[config.mk]
export PLATFORM = sky130hd
export DESIGN_NAME = ov7670_stream_gen
export DESIGN_NICKNAME = d
export VERILOG_FILES = /design/src/rtl/ov7670_pkg.sv /design/src/rtl/ov7670_timing_gen.sv /design/src/rtl/ov7670_stream_gen.sv
export SDC_FILE = /design/constraint.sdc
export NUM_CORES = 1
export LEC_CHECK = 0
export CAP_MARGIN = 20
export CORE_MARGIN = 5
export CORE_UTILIZATION = 40
export CTS_BUF_LIST = sky130_fd_sc_hd__clkbuf_8
export DETAILED_ROUTE_END_ITERATION = 12
export HOLD_SLACK_MARGIN = 0.05
export PLACE_DENSITY = 0.7
export SYNTH_ARGS = -nofsm -noshare
export SYNTH_HDL_FRONTEND = slang
export SYNTH_HIERARCHICAL = 1
export SYNTH_SLANG_ARGS = --single-unit
[constraint.sdc]
create_clock -name pclk -period 3.7 [get_ports pclk]
set_clock_uncertainty 0.05 [all_clocks]
set_input_delay 0.555 -clock pclk [delete_from_list [all_inputs] [get_ports pclk]]
set_output_delay 0.555 -clock pclk [all_outputs]
set_load 0.005 [all_outputs]
[src/rtl/ov7670_pkg.sv]
// Shared definitions for the OV7670 stream generator: FSM states, default
// frame geometry and the RGB444 -> RGB565 packing used on the byte stream.
package ov7670_pkg;

    typedef enum logic [2:0] {
        ST_IDLE   = 3'd0,
        ST_VSYNC  = 3'd1,
        ST_VBP    = 3'd2,
        ST_ACTIVE = 3'd3,
        ST_VFP    = 3'd4
    } state_e;

    localparam int DEF_H_ACTIVE  = 320;
    localparam int DEF_V_ACTIVE  = 240;
    localparam int DEF_H_BLANK   = 144;
    localparam int DEF_VS_LINES  = 3;
    localparam int DEF_VBP_LINES = 17;
    localparam int DEF_VFP_LINES = 10;

    // Each 4-bit channel lands in the MSBs of its 565 field; the low bits are zero.
    function automatic logic [15:0] rgb444_to_565(input logic [11:0] px);
        return {px[11:8], 1'b0, px[7:4], 2'b00, px[3:0], 1'b0};
    endfunction

endpackage

[src/rtl/ov7670_timing_gen.sv]
// Frame/line sequencer: column and line counters, frame FSM and the registered
// vsync / href / frame_done / pixel-fetch strobes.
module ov7670_timing_gen
    import ov7670_pkg::*;
#(
    parameter int H_ACTIVE  = DEF_H_ACTIVE,
    parameter int V_ACTIVE  = DEF_V_ACTIVE,
    parameter int H_BLANK   = DEF_H_BLANK,
    parameter int VS_LINES  = DEF_VS_LINES,
    parameter int VBP_LINES = DEF_VBP_LINES,
    parameter int VFP_LINES = DEF_VFP_LINES
) (
    input  logic   pclk,
    input  logic   rst,
    input  logic   en,
    output state_e state_o,
    output state_e state_nxt_o,
    output logic   href_nxt_o,
    output logic   odd_nxt_o,
    output logic   vsync_o,
    output logic   href_o,
    output logic   frame_done_o,
    output logic   fetch_o
);

    localparam int LINE_LEN = 2 * H_ACTIVE + H_BLANK;
    localparam int COL_W    = $clog2(LINE_LEN);
    localparam int LINE_W   = $clog2(VS_LINES + VBP_LINES + V_ACTIVE + VFP_LINES + 1);

    state_e              state_q, state_d;
    logic [COL_W-1:0]    col_q, col_d;
    logic [LINE_W-1:0]   line_q, line_d;
    logic [LINE_W-1:0]   last_line;
    logic                line_end, state_end;
    logic                vsync_q, vsync_d;
    logic                href_q, href_d;
    logic                done_q, done_d;
    logic                fetch_q, fetch_d;

    always_ff @(posedge pclk) begin
        if (rst) begin
            state_q <= ST_IDLE;
            col_q   <= '0;
            line_q  <= '0;
        end else begin
            state_q <= state_d;
            col_q   <= col_d;
            line_q  <= line_d;
        end
    end

    always_comb begin
        last_line = '0;
        case (state_q)
            ST_VSYNC:  last_line = LINE_W'(VS_LINES - 1);
            ST_VBP:    last_line = LINE_W'(VBP_LINES - 1);
            ST_ACTIVE: last_line = LINE_W'(V_ACTIVE - 1);
            ST_VFP:    last_line = LINE_W'(VFP_LINES - 1);
            default:   last_line = '0;
        endcase
        line_end  = (col_q == COL_W'(LINE_LEN - 1));
        state_end = line_end && (line_q == last_line);

        state_d = state_q;
        col_d   = col_q;
        line_d  = line_q;
        if (state_q == ST_IDLE) begin
            col_d  = '0;
            line_d = '0;
            if (en) state_d = ST_VSYNC;
        end else begin
            col_d = line_end ? '0 : col_q + COL_W'(1);
            if (line_end) line_d = state_end ? '0 : line_q + LINE_W'(1);
            if (state_end) begin
                case (state_q)
                    ST_VSYNC:  state_d = ST_VBP;
                    ST_VBP:    state_d = ST_ACTIVE;
                    ST_ACTIVE: state_d = ST_VFP;
                    ST_VFP:    state_d = en ? ST_VSYNC : ST_IDLE;
                    default:   state_d = ST_IDLE;
                endcase
            end
        end
    end

    // Outputs are decoded from the next-cycle position so they register in
    // step with the counters. A fetch runs two cycles ahead of its byte0 column;
    // the first pixel of each line is fetched in the preceding line's blanking.
    always_comb begin
        vsync_d = (state_d == ST_VSYNC);
        href_d  = (state_d == ST_ACTIVE) && (col_d < COL_W'(2 * H_ACTIVE));
        done_d  = (state_d == ST_VFP) && (line_d == LINE_W'(VFP_LINES - 1))
                  && (col_d == COL_W'(LINE_LEN - 1));
        fetch_d = ((state_d == ST_ACTIVE) && !col_d[0] && (col_d < COL_W'(2 * H_ACTIVE - 2)))
                  || ((col_d == COL_W'(LINE_LEN - 2))
                      && (((state_d == ST_VBP) && (line_d == LINE_W'(VBP_LINES - 1)))
                          || ((state_d == ST_ACTIVE) && (line_d < LINE_W'(V_ACTIVE - 1)))));
    end

    always_ff @(posedge pclk) begin
        if (rst) begin
            vsync_q <= 1'b0;
            href_q  <= 1'b0;
            done_q  <= 1'b0;
            fetch_q <= 1'b0;
        end else begin
            vsync_q <= vsync_d;
            href_q  <= href_d;
            done_q  <= done_d;
            fetch_q <= fetch_d;
        end
    end

    assign state_o      = state_q;
    assign state_nxt_o  = state_d;
    assign href_nxt_o   = href_d;
    assign odd_nxt_o    = col_d[0];
    assign vsync_o      = vsync_q;
    assign href_o       = href_q;
    assign frame_done_o = done_q;
    assign fetch_o      = fetch_q;

endmodule

[src/rtl/ov7670_stream_gen.sv]
// Replays a RGB444 frame buffer as an OV7670-style vsync/href/byte stream:
// timing from ov7670_timing_gen, plus read address, pixel pipeline and byte mux.
module ov7670_stream_gen
    import ov7670_pkg::*;
#(
    parameter int H_ACTIVE  = DEF_H_ACTIVE,
    parameter int V_ACTIVE  = DEF_V_ACTIVE,
    parameter int H_BLANK   = DEF_H_BLANK,
    parameter int VS_LINES  = DEF_VS_LINES,
    parameter int VBP_LINES = DEF_VBP_LINES,
    parameter int VFP_LINES = DEF_VFP_LINES
) (
    input  logic        pclk,
    input  logic        rst,
    input  logic        en,
    output logic [16:0] rd_addr,
    output logic        rd_en,
    input  logic [11:0] rd_data,
    output logic        vsync,
    output logic        href,
    output logic [7:0]  d,
    output logic        frame_done
);

    localparam logic [16:0] ADDR_MAX = 17'(H_ACTIVE * V_ACTIVE - 1);

    state_e      tg_state, tg_state_nxt;
    logic        href_nxt, odd_nxt, fetch;
    logic        frame_start;
    logic [15:0] word_in;
    logic [16:0] addr_q, addr_d;
    logic        rd_vld_q, rd_vld_d;
    logic [7:0]  pix_lo_q, pix_lo_d;
    logic [7:0]  d_q, d_d;

    ov7670_timing_gen #(
        .H_ACTIVE  (H_ACTIVE),
        .V_ACTIVE  (V_ACTIVE),
        .H_BLANK   (H_BLANK),
        .VS_LINES  (VS_LINES),
        .VBP_LINES (VBP_LINES),
        .VFP_LINES (VFP_LINES)
    ) u_timing (
        .pclk         (pclk),
        .rst          (rst),
        .en           (en),
        .state_o      (tg_state),
        .state_nxt_o  (tg_state_nxt),
        .href_nxt_o   (href_nxt),
        .odd_nxt_o    (odd_nxt),
        .vsync_o      (vsync),
        .href_o       (href),
        .frame_done_o (frame_done),
        .fetch_o      (fetch)
    );

    assign frame_start = (tg_state_nxt == ST_VSYNC) && (tg_state != ST_VSYNC);
    assign word_in     = rgb444_to_565(rd_data);

    // rd_data is valid the cycle after a fetch: byte0 goes straight to d while
    // the low byte is parked for the following odd column.
    always_comb begin
        addr_d = addr_q;
        if (frame_start) begin
            addr_d = '0;
        end else if (fetch && (addr_q != ADDR_MAX)) begin
            addr_d = addr_q + 17'd1;
        end
        rd_vld_d = fetch;
        pix_lo_d = rd_vld_q ? word_in[7:0] : pix_lo_q;
        d_d      = 8'h00;
        if (href_nxt) d_d = odd_nxt ? pix_lo_q : word_in[15:8];
    end

    always_ff @(posedge pclk) begin
        if (rst) begin
            addr_q   <= '0;
            rd_vld_q <= 1'b0;
            pix_lo_q <= '0;
            d_q      <= '0;
        end else begin
            addr_q   <= addr_d;
            rd_vld_q <= rd_vld_d;
            pix_lo_q <= pix_lo_d;
            d_q      <= d_d;
        end
    end

    assign rd_addr = addr_q;
    assign rd_en   = fetch;
    assign d       = d_q;

endmodule

After elaboration in Yosys (flattened, before gate mapping)

Index checks and enable logic that the tools add are counted.

Register bits: 57
Output and inout port bits: 29

Add/subtract/negate cells: 3
$lt $le $gt $ge: 3
Equality and inequality tests: 16
Muxes and demuxes: 12
Bitwise gates (word level): 2
Reduce and logical (&&, ||, !) cells: 19

Operators with widths:

| operator                                            | number |
|---|---|
| case mux 8 bit (4 select lines)                     | 1 |
| equality test 10 bit, second input constant         | 3 |
| two-way mux 9 bit                                   | 3 |
| < comparator 10 bit, second input constant          | 2 |
| two-way mux 10 bit                                  | 2 |
| adder 17 x 1 -> 17 bit, second input constant       | 1 |
| != test 17 bit, second input constant               | 1 |
| equality test 3 x 2 -> 1 bit, second input constant | 4 |
| case mux 3 bit (4 select lines)                     | 1 |
| logical AND 1 bit                                   | 11 |
| adder 10 x 1 -> 10 bit, second input constant       | 1 |
| adder 9 x 1 -> 9 bit, second input constant         | 1 |
| equality test 9 x 4 -> 1 bit, second input constant | 1 |
| equality test 9 x 5 -> 1 bit, second input constant | 1 |
| equality test 9 x 8 -> 1 bit                        | 1 |
| < comparator 9 x 8 -> 1 bit, second input constant  | 1 |
| two-way mux 3 bit                                   | 3 |
| two-way mux 8 bit                                   | 1 |
| equality test 3 x 1 -> 1 bit, second input constant | 2 |
| equality test 3 bit, second input constant          | 2 |
| OR reduction 3 bit                                  | 2 |
| OR reduction 2 bit                                  | 2 |
| zero test 3 bit                                     | 1 |
| != test 3 x 1 -> 1 bit, second input constant       | 1 |
| 4 further kinds                                     | 6 |

Depth between registers and ports, before layout

Gate-level depths: netlist of the first run.

Depth after elaboration: 12
Mapped depth: 12

Cells and area by module

The synthesis of the first run kept the hierarchy.

By module, submodules not included:

| module            | instances | cells each | area an instance (sq um) | seq. area each (sq um) |
|---|---|---|---|---|
| ov7670_timing_gen | 1         | 228        | 1824.2                   | 520.5 |
| ov7670_stream_gen | 1         | 148        | 1361.3                   | 620.6 |

Least setup slack after synthesis of the first run

OpenSTA, ideal clock, no wires.

Path kind: register to register
From: register u_timing.col_q[0]
To: register addr_q[10], in the netlist rd_addr[10]
Setup time: 0.059 ns
Data arrival time: 2.894 ns
Data required time: 3.591 ns
Path slack: 0.697 ns
Cell stages (with the launch flop): 11
Cells stage by stage: dfxtp_1 ha_1 and4b_2 nand3_4 or4_4 or4_4 nand2_1 nor3b_1 a21o_1 or4_1 nand2_1

Word-level cells in the longest chain between the ends: 7

Ends and longest elaborated chain:

| item                         | RTL line                | text |
|---|---|---|
| from (decl)                  | ov7670_timing_gen.sv:31 | `logic [COL_W-1:0] col_q, col_d;` |
| from (signal assigned)       | ov7670_timing_gen.sv:47 | `col_q <= col_d;` |
| equality test 10 bit         | ov7670_timing_gen.sv:61 | `line_end = (col_q == COL_W'(LINE_LEN - 1));` |
| logical AND 1 bit            | ov7670_timing_gen.sv:62 | `state_end = line_end && (line_q == last_line);` |
| two-way mux 3 bit            | ov7670_timing_gen.sv:74 | `if (state_end) begin` |
| two-way mux 3 bit            | ov7670_timing_gen.sv:67 | `if (state_q == ST_IDLE) begin` |
| via tg_state_nxt[1]          | ov7670_stream_gen.sv:27 | `state_e tg_state, tg_state_nxt;` |
| equality test 3 x 1 -> 1 bit | ov7670_stream_gen.sv:57 | `assign frame_start = (tg_state_nxt == ST_VSYNC) && (tg_state != ST_VSYNC);` |
| logical AND 1 bit            | ov7670_stream_gen.sv:57 |  |
| OR reduction 2 bit (no line) | --                      |  |
| to (signal assigned)         | ov7670_stream_gen.sv:82 | `addr_q <= addr_d;` |
| to (decl)                    | ov7670_stream_gen.sv:31 | `logic [16:0] addr_q, addr_d;` |

The timed path passes the listed nets, and every way through them passes these cells.
A chain may end at the register's enable or synchronous reset.

Worst setup path after layout of the first run

Same ends and word-level chain as after synthesis.

==> out/metrics.yaml, run 1 <==
outcome:
  outcome: "finished clean"
die:
  die_w_microns: 99.24
  initial_core_util_pct: 41.22
  core-area_sq_mm: 0.007727
  die_area_sq_mm: 0.009849
  rows: 32
  die_y_microns: 99.24
  io_pins: 44
drt:
  viasPerCell: 5.576
  wirelength_mm: 7.571
  wl_met3_microns: 458
  met1_length_mm: 3.521
  wl_per_cell_microns: 14.53
  drcViolationCount: 0
  wl_met2_mm: 3.508
  highest_layer: "met4"
  ant_nets: 0
  drt_first_pass_iters: 4
  vias: 2905
  initialDrtViolationCount: 133
synthesis:
  ys_seq_area_share_pct: 35.82
  synthCells: 376
  yosys.area.top_type_share_pct: 35.82
  ys_seq_elements: 57
  synth_area_leader_cell: "dfxtp_1"
  synth_area_leaders: "dfxtp_1, nor2_1, mux2i_1, a21oi_1, nand2_1"
  synth_flop_cell: "dfxtp_1"
  synth_area_sq_mm: 0.003186
  async_flop_share_pct: 0
  ys_warn_count: 6
  synth_nets: 394
  synth_edf_count: 0
  syn_area_per_cell_sq_um: 8.472
  ys_types: 71
setup_path:
  cp_top_family: "simple AND/OR/NAND/NOR gates"
  path_cells: "ha_1 -> and4b_2 -> nand3_4 -> or4_4 -> or4_4 -> nand2_1 -> nor3b_1 -> a21o_1 -> or4_1 -> nand2_1"
  cp-end-kind: "register"
  crit_type: "register to register"
  cp.arrival_ns: 3.72
  worstPathRequired_ns: 3.93
  path_buf_inv: 0
  max_stage_delay_ns: 0.55
  crit_fanout: 12
  start_kind: "register"
  slowest_stage: "or4_4"
worst_hold_path:
  hp-class: "register to register"
sta:
  slew_headroom_pct: 32.74
  setup_viol_count_final: 0
  drv_slew: 0
  tightest_slew_ns: 0.9997
  rsz0062_at_grt: "false"
  setup_tns_ns: 0
  final.min_clock_period_ns: 3.494
  fin_crit_sh_pct: 94.43
  hold_viol_final: 0
  max_freq_mhz: 286.2
layout:
  nNetsFinal: 433
  layout-drive-gt1-share_pct: 11.22
  most-common-layout-cells: "dfxtp_1, clkdlybuf4s50_1, nor2_1, nand2_1, a21oi_1"
  fillers: 734
  final_area_sq_mm: 0.003850
  final_common_cell: "dfxtp_1"
  n_antenna_cell: 0
  area_growth_pct: 20.86
placement:
  dpl.hpwl_mm: 5.512
  portBuffers: 43
  place_area_sq_mm: 0.003655
  gp_congestion: 0.9274
cts:
  cts_buffer_depth: 2
  clkSlewWorstSetupHoldPaths_ns: 0.07
  cts.sink_count: 57
  cts_tree: "done"
  clk-insertion-delay-late_ns: 0.33
  cts_resized: 0
  htree_num_levels: 3
  postCtsHoldBufs: 0
  cts_setup_buffers: 0
  cts_buffers: 9
  root_buffer: "clkbuf_8"
power:
  leakagePower_nw: 1.264
  cellPowerDensity_mw_per_mm2: 329.9
  peakVddDrop_uv: 123.9
  totalPowerFinal_mw: 1.270
global_route:
  antenna_found_initial: 0
  overflow: 0
  grt_pass1_wl_mm: 12.64
  grt_max_degree: 13
  first_global_vias: 2676
  gr-usage-all-layers_pct: 15.43
job:
  drv_cap: 0
-- layout make-up --
cell class	count	area (sq um)	share of cell area [%]
flip-flops and latches	57	1141	29.64
inverters	12	45.04	1.170
repair buffers	52	498.0	12.93
clock buffers	11	151.4	3.932
clock inverters	4	43.79	1.137
multi-input cells	283	1843	47.87
well taps	102	127.6	3.315
-- through the flow --
step           hold slack [ns]  util (%)  cells  setup slack (ns)
2_1_floorplan           0.3590         -    376            0.6968
3_3_place_gp            0.3636     47.30    506            0.3344
3_5_place_dp            0.3728     47.30    506            0.2634
4_1_cts                 0.3696     49.82    521            0.2473
5_1_grt                 0.4114     49.82    521        0.00009726
6_report                0.3643     49.82    521            0.2062
-- sequential cells by signal, summed over array words and instances, names as in the netlist --
name                   cells
u_timing/line_q            9
u_timing/state_o           3
rd_addr                   17
d                          8
u_timing/href_o            1
rd_vld_q                   1
u_timing/vsync_o           1
u_timing/frame_done_o      1
pix_lo_q                   5
u_timing/fetch_o           1
u_timing/col_q            10
-- report_power, final --
part           switching [mW]  total, mW  internal (mW)
registers             0.00224      0.619          0.616
logic                  0.0425     0.0764         0.0339
clock network           0.236      0.575          0.339
-- cell usage after synthesis (3+ instances only) --
| library cell | instances |
|---|---|
| nor3_1 | 12 |
| a21o_1 | 3 |
| o31ai_1 | 5 |
| clkbuf_1 | 11 |
| o311ai_0 | 3 |
| nor3b_1 | 6 |
| xnor2_1 | 8 |
| nor2_1 | 41 |
| mux2i_1 | 13 |
| xor2_1 | 7 |
| dfxtp_1 | 57 |
| o211ai_1 | 4 |
| nand4_1 | 13 |
| a211oi_1 | 3 |
| a21oi_1 | 19 |
| nand4bb_1 | 3 |
| and3_1 | 7 |
| ha_1 | 3 |
| nor4_1 | 11 |
| nand2b_1 | 7 |
| or3_1 | 5 |
| o21ai_0 | 12 |
| nand2_1 | 25 |
| inv_1 | 12 |
| nand3_1 | 15 |
| or4_1 | 3 |
| buf_6 | 5 |
| buf_2 | 4 |
| nand3b_1 | 3 |
-- layer usage --
layer | vias to the layer above | track usage [%]
met4 | 0 | 6.092
met2 | 73 | 24.17
met1 | 1363 | 19.79
met5 | - | 0
met3 | 8 | 4.769
li1 | 1461 | -
-- cells by family (layout without fill, tap and decap cells) --
kind of cell / count (synthesis) / in the layout / synth area share, %
XOR/XNOR: 15 / 15 / 4.124
AND/OR/NAND/NOR: 181 / 181 / 33.23
multiplexers: 13 / 13 / 4.085
adder cells (fa/ha/maj): 3 / 3 / 1.178
flip-flops: 57 / 57 / 35.82
buffers and inverters: 36 / 79 / 6.324
AO/OA/AOI/OAI: 71 / 71 / 15.24
-- worst reg2reg max path, cell delays in order, from the launching register on --
cell,delay (ns)
dfxtp_1,0.42
ha_1,0.27
and4b_2,0.30
nand3_4,0.16
or4_4,0.56
or4_4,0.51
nand2_1,0.13
nor3b_1,0.08
a21o_1,0.35
or4_1,0.54
nand2_1,0.07
-- worst paths after layout --
path / start / end / slack (ns) / depth (start not counted)
worst max register to register: u_timing/col_q[0] / rd_addr[10] / 0.21 / 10
worst min register to register: pix_lo_q[3] / d[3] / 0.36 / 2
worst min-delay path: pix_lo_q[3] / d[3] / 0.36 / 2
worst max-delay path: u_timing/col_q[0] / rd_addr[10] / 0.21 / 10
Note: power is estimated with default switching activity, not from simulation.
==> inputs of run 2 (changes only) <==
--- a/config.mk
+++ b/config.mk
@@ -6,12 +6,13 @@
 export NUM_CORES = 1
 export LEC_CHECK = 0
 export CAP_MARGIN = 20
-export CORE_MARGIN = 5
+export CORE_MARGIN = 2
 export CORE_UTILIZATION = 40
 export CTS_BUF_LIST = sky130_fd_sc_hd__clkbuf_8
 export DETAILED_ROUTE_END_ITERATION = 12
 export HOLD_SLACK_MARGIN = 0.05
 export PLACE_DENSITY = 0.7
+export SKIP_CTS_REPAIR_TIMING = 1
 export SYNTH_ARGS = -nofsm -noshare
 export SYNTH_HDL_FRONTEND = slang
 export SYNTH_HIERARCHICAL = 1
==> out/metrics.yaml, run 2 (synthesis gave the netlist of run 1 again) <==
layout:
  register_area_sq_mm: 0.001141  # unchanged
  final_cells: 517  # -0.77%
  largest_reg_flops: 17  # unchanged
  layout-drive-gt1-share_pct: 10.84  # -0.37 points
  most-common-layout-cells: "dfxtp_1, clkdlybuf4s50_1, nor2_1, nand2_1, a21oi_1"
  area_growth_pct: 20.35
  final_area_sq_mm: 0.003834  # -0.42%
  multi_input_area_sq_mm: 0.001848  # +0.27%
  nNetsFinal: 428  # -1.2%
  final_common_cell: "dfxtp_1"
  n_antenna_cell: 0  # unchanged
  fillers: 737  # +0.41%
drt:
  drt_first_pass_iters: 5  # +1
  vias: 2925  # +0.69%
  ant_nets: 0  # unchanged
  wirelength_mm: 7.642  # +0.94%
  wl_per_cell_microns: 14.78  # +1.7%
  initialDrtViolationCount: 109  # -18%
  viasPerCell: 5.658  # +1.5%
  drcViolationCount: 0  # unchanged
die:
  core-area_sq_mm: 0.007727  # unchanged
  die_y_microns: 93.24  # -6.0%
  die_area_sq_mm: 0.008694  # -12%
  die_w_microns: 93.24  # -6.0%
  io_pins: 44  # unchanged
  initial_core_util_pct: 41.22  # unchanged
  rows: 32  # unchanged
global_route:
  first_global_vias: 2740  # +2.4%
  grt.met1_usage_pct: 23.22  # +3.4 points
  antenna_found_initial: 0  # unchanged
  gr-usage-met3_pct: 4.915  # +0.15 points
  grt_pass1_wl_mm: 12.88  # +1.9%
  gr-usage-all-layers_pct: 18.41  # +3.0 points
  grt_max_degree: 19  # +6
  grt.busiest_layer: "met2"
  use_met2_pct: 30.16  # +6.0 points
  overflow: 0  # unchanged
sta:
  fin_crit_sh_pct: 94.44  # about the same
  max_freq_mhz: 286.2  # about the same
  hold_viol_final: 0  # unchanged
  drv_slew: 0  # unchanged
  rsz0062_at_grt: "false"
  setup_viol_count_final: 0  # unchanged
  tightest_slew_ns: 1.014  # +0.01404 ns
  setup_tns_ns: 0  # unchanged
  final.min_clock_period_ns: 3.494  # +0.0004350 ns
  slew_headroom_pct: 31.80  # -0.94 points
placement:
  dpl.hpwl_mm: 5.504  # -0.14%
  place_area_sq_mm: 0.003617  # -1.0%
  portBuffers: 43  # unchanged
  gp_congestion: 0.9323  # +0.53%
  placed_cells: 501  # -0.99%
cts:
  clk-insertion-delay-late_ns: 0.34  # about the same
  cts_buffers: 9  # unchanged
  cts_tree: "done"
  clkSlewWorstSetupHoldPaths_ns: 0.07  # about the same
  cts.sink_count: 57  # unchanged
  htree_num_levels: 3  # unchanged
  cts_buffer_depth: 2  # unchanged
  root_buffer: "clkbuf_8"
setup_path:
  cp.arrival_ns: 3.72  # about the same
  path_buf_inv: 1  # +1
  cp_top_family: "simple AND/OR/NAND/NOR gates"
  path_cells: "ha_2 -> and4b_2 -> nand3_4 -> or4_4 -> o21ai_0 -> and4_2 -> inv_1 -> nor3b_1 -> a21o_2 -> or4_1 -> nand2_1"
  crit_fanout: 12  # unchanged
  slowest_stage: "or4_4"
  worstPathRequired_ns: 3.93  # about the same
  crit_type: "register to register"
  max_stage_delay_ns: 0.55  # about the same
  start_kind: "register"
  cp-end-kind: "register"
power:
  totalPowerFinal_mw: 1.325  # +4.3%
  cellPowerDensity_mw_per_mm2: 345.7  # +4.8%
  leakagePower_nw: 1.237  # -2.1%
  peakVddDrop_uv: 197.4  # +59%
job:
  drv_cap: 0  # unchanged
worst_hold_path:
  hp-class: "register to register"
outcome:
  outcome: "finished clean"
[run 2: cell type report]
| type | instances | area share (%) |
|---|---|---|
| clock buffer | 9 | 3.231 |
| clock inverter | 7 | 2.285 |
| inverter | 12 | 1.175 |
| multi-input combinational | 283 | 48.20 |
| sequential | 57 | 29.76 |
| tap | 102 | 3.329 |
| timing repair buffer | 47 | 12.01 |
[run 2: power by group]
part | switching [mW] | total [mW] | internal (mW)
logic | 0.0396 | 0.0712 | 0.0316
registers | 0.00493 | 0.621 | 0.616
clock network | 0.260 | 0.633 | 0.373
total | 0.305 | 1.33 | 1.02
[run 2: layer usage]
metal	up-vias	wire length, microns
met4	0	171
met5	-	0
met2	87	3642
met1	1365	3427
met3	17	401
li1	1456	-
[run 2: final timing paths]
check / start / to / cells after the start / slack [ns]
max: u_timing/col_q[0] / rd_addr[10] / 11 / 0.21
max reg2reg: u_timing/col_q[0] / rd_addr[10] / 11 / 0.21
min reg2reg: pix_lo_q[3] / d[3] / 2 / 0.38
min: pix_lo_q[3] / d[3] / 2 / 0.38
[run 2: worst register-to-register path, delay by kind of cell (launching register included)]
kind / cells / cell delay, ns
compound gates: 2 / 0.59
fa+ha+maj: 1 / 0.26
buf+inv: 1 / 0.05
flops: 1 / 0.43
simple gates: 7 / 2.05
[run 2: per-stage QoR]
stage | setup slack (ns) | hold slack [ns] | util, %
global placement | 0.3488 | 0.3650 | 46.81
global route | 0.03309 | 0.4106 | 49.61
detailed placement | 0.1832 | 0.3696 | 46.81
CTS | 0.1581 | 0.3799 | 49.55
finish | 0.2058 | 0.3788 | 49.61
floorplan | 0.6968 | 0.3590 | -
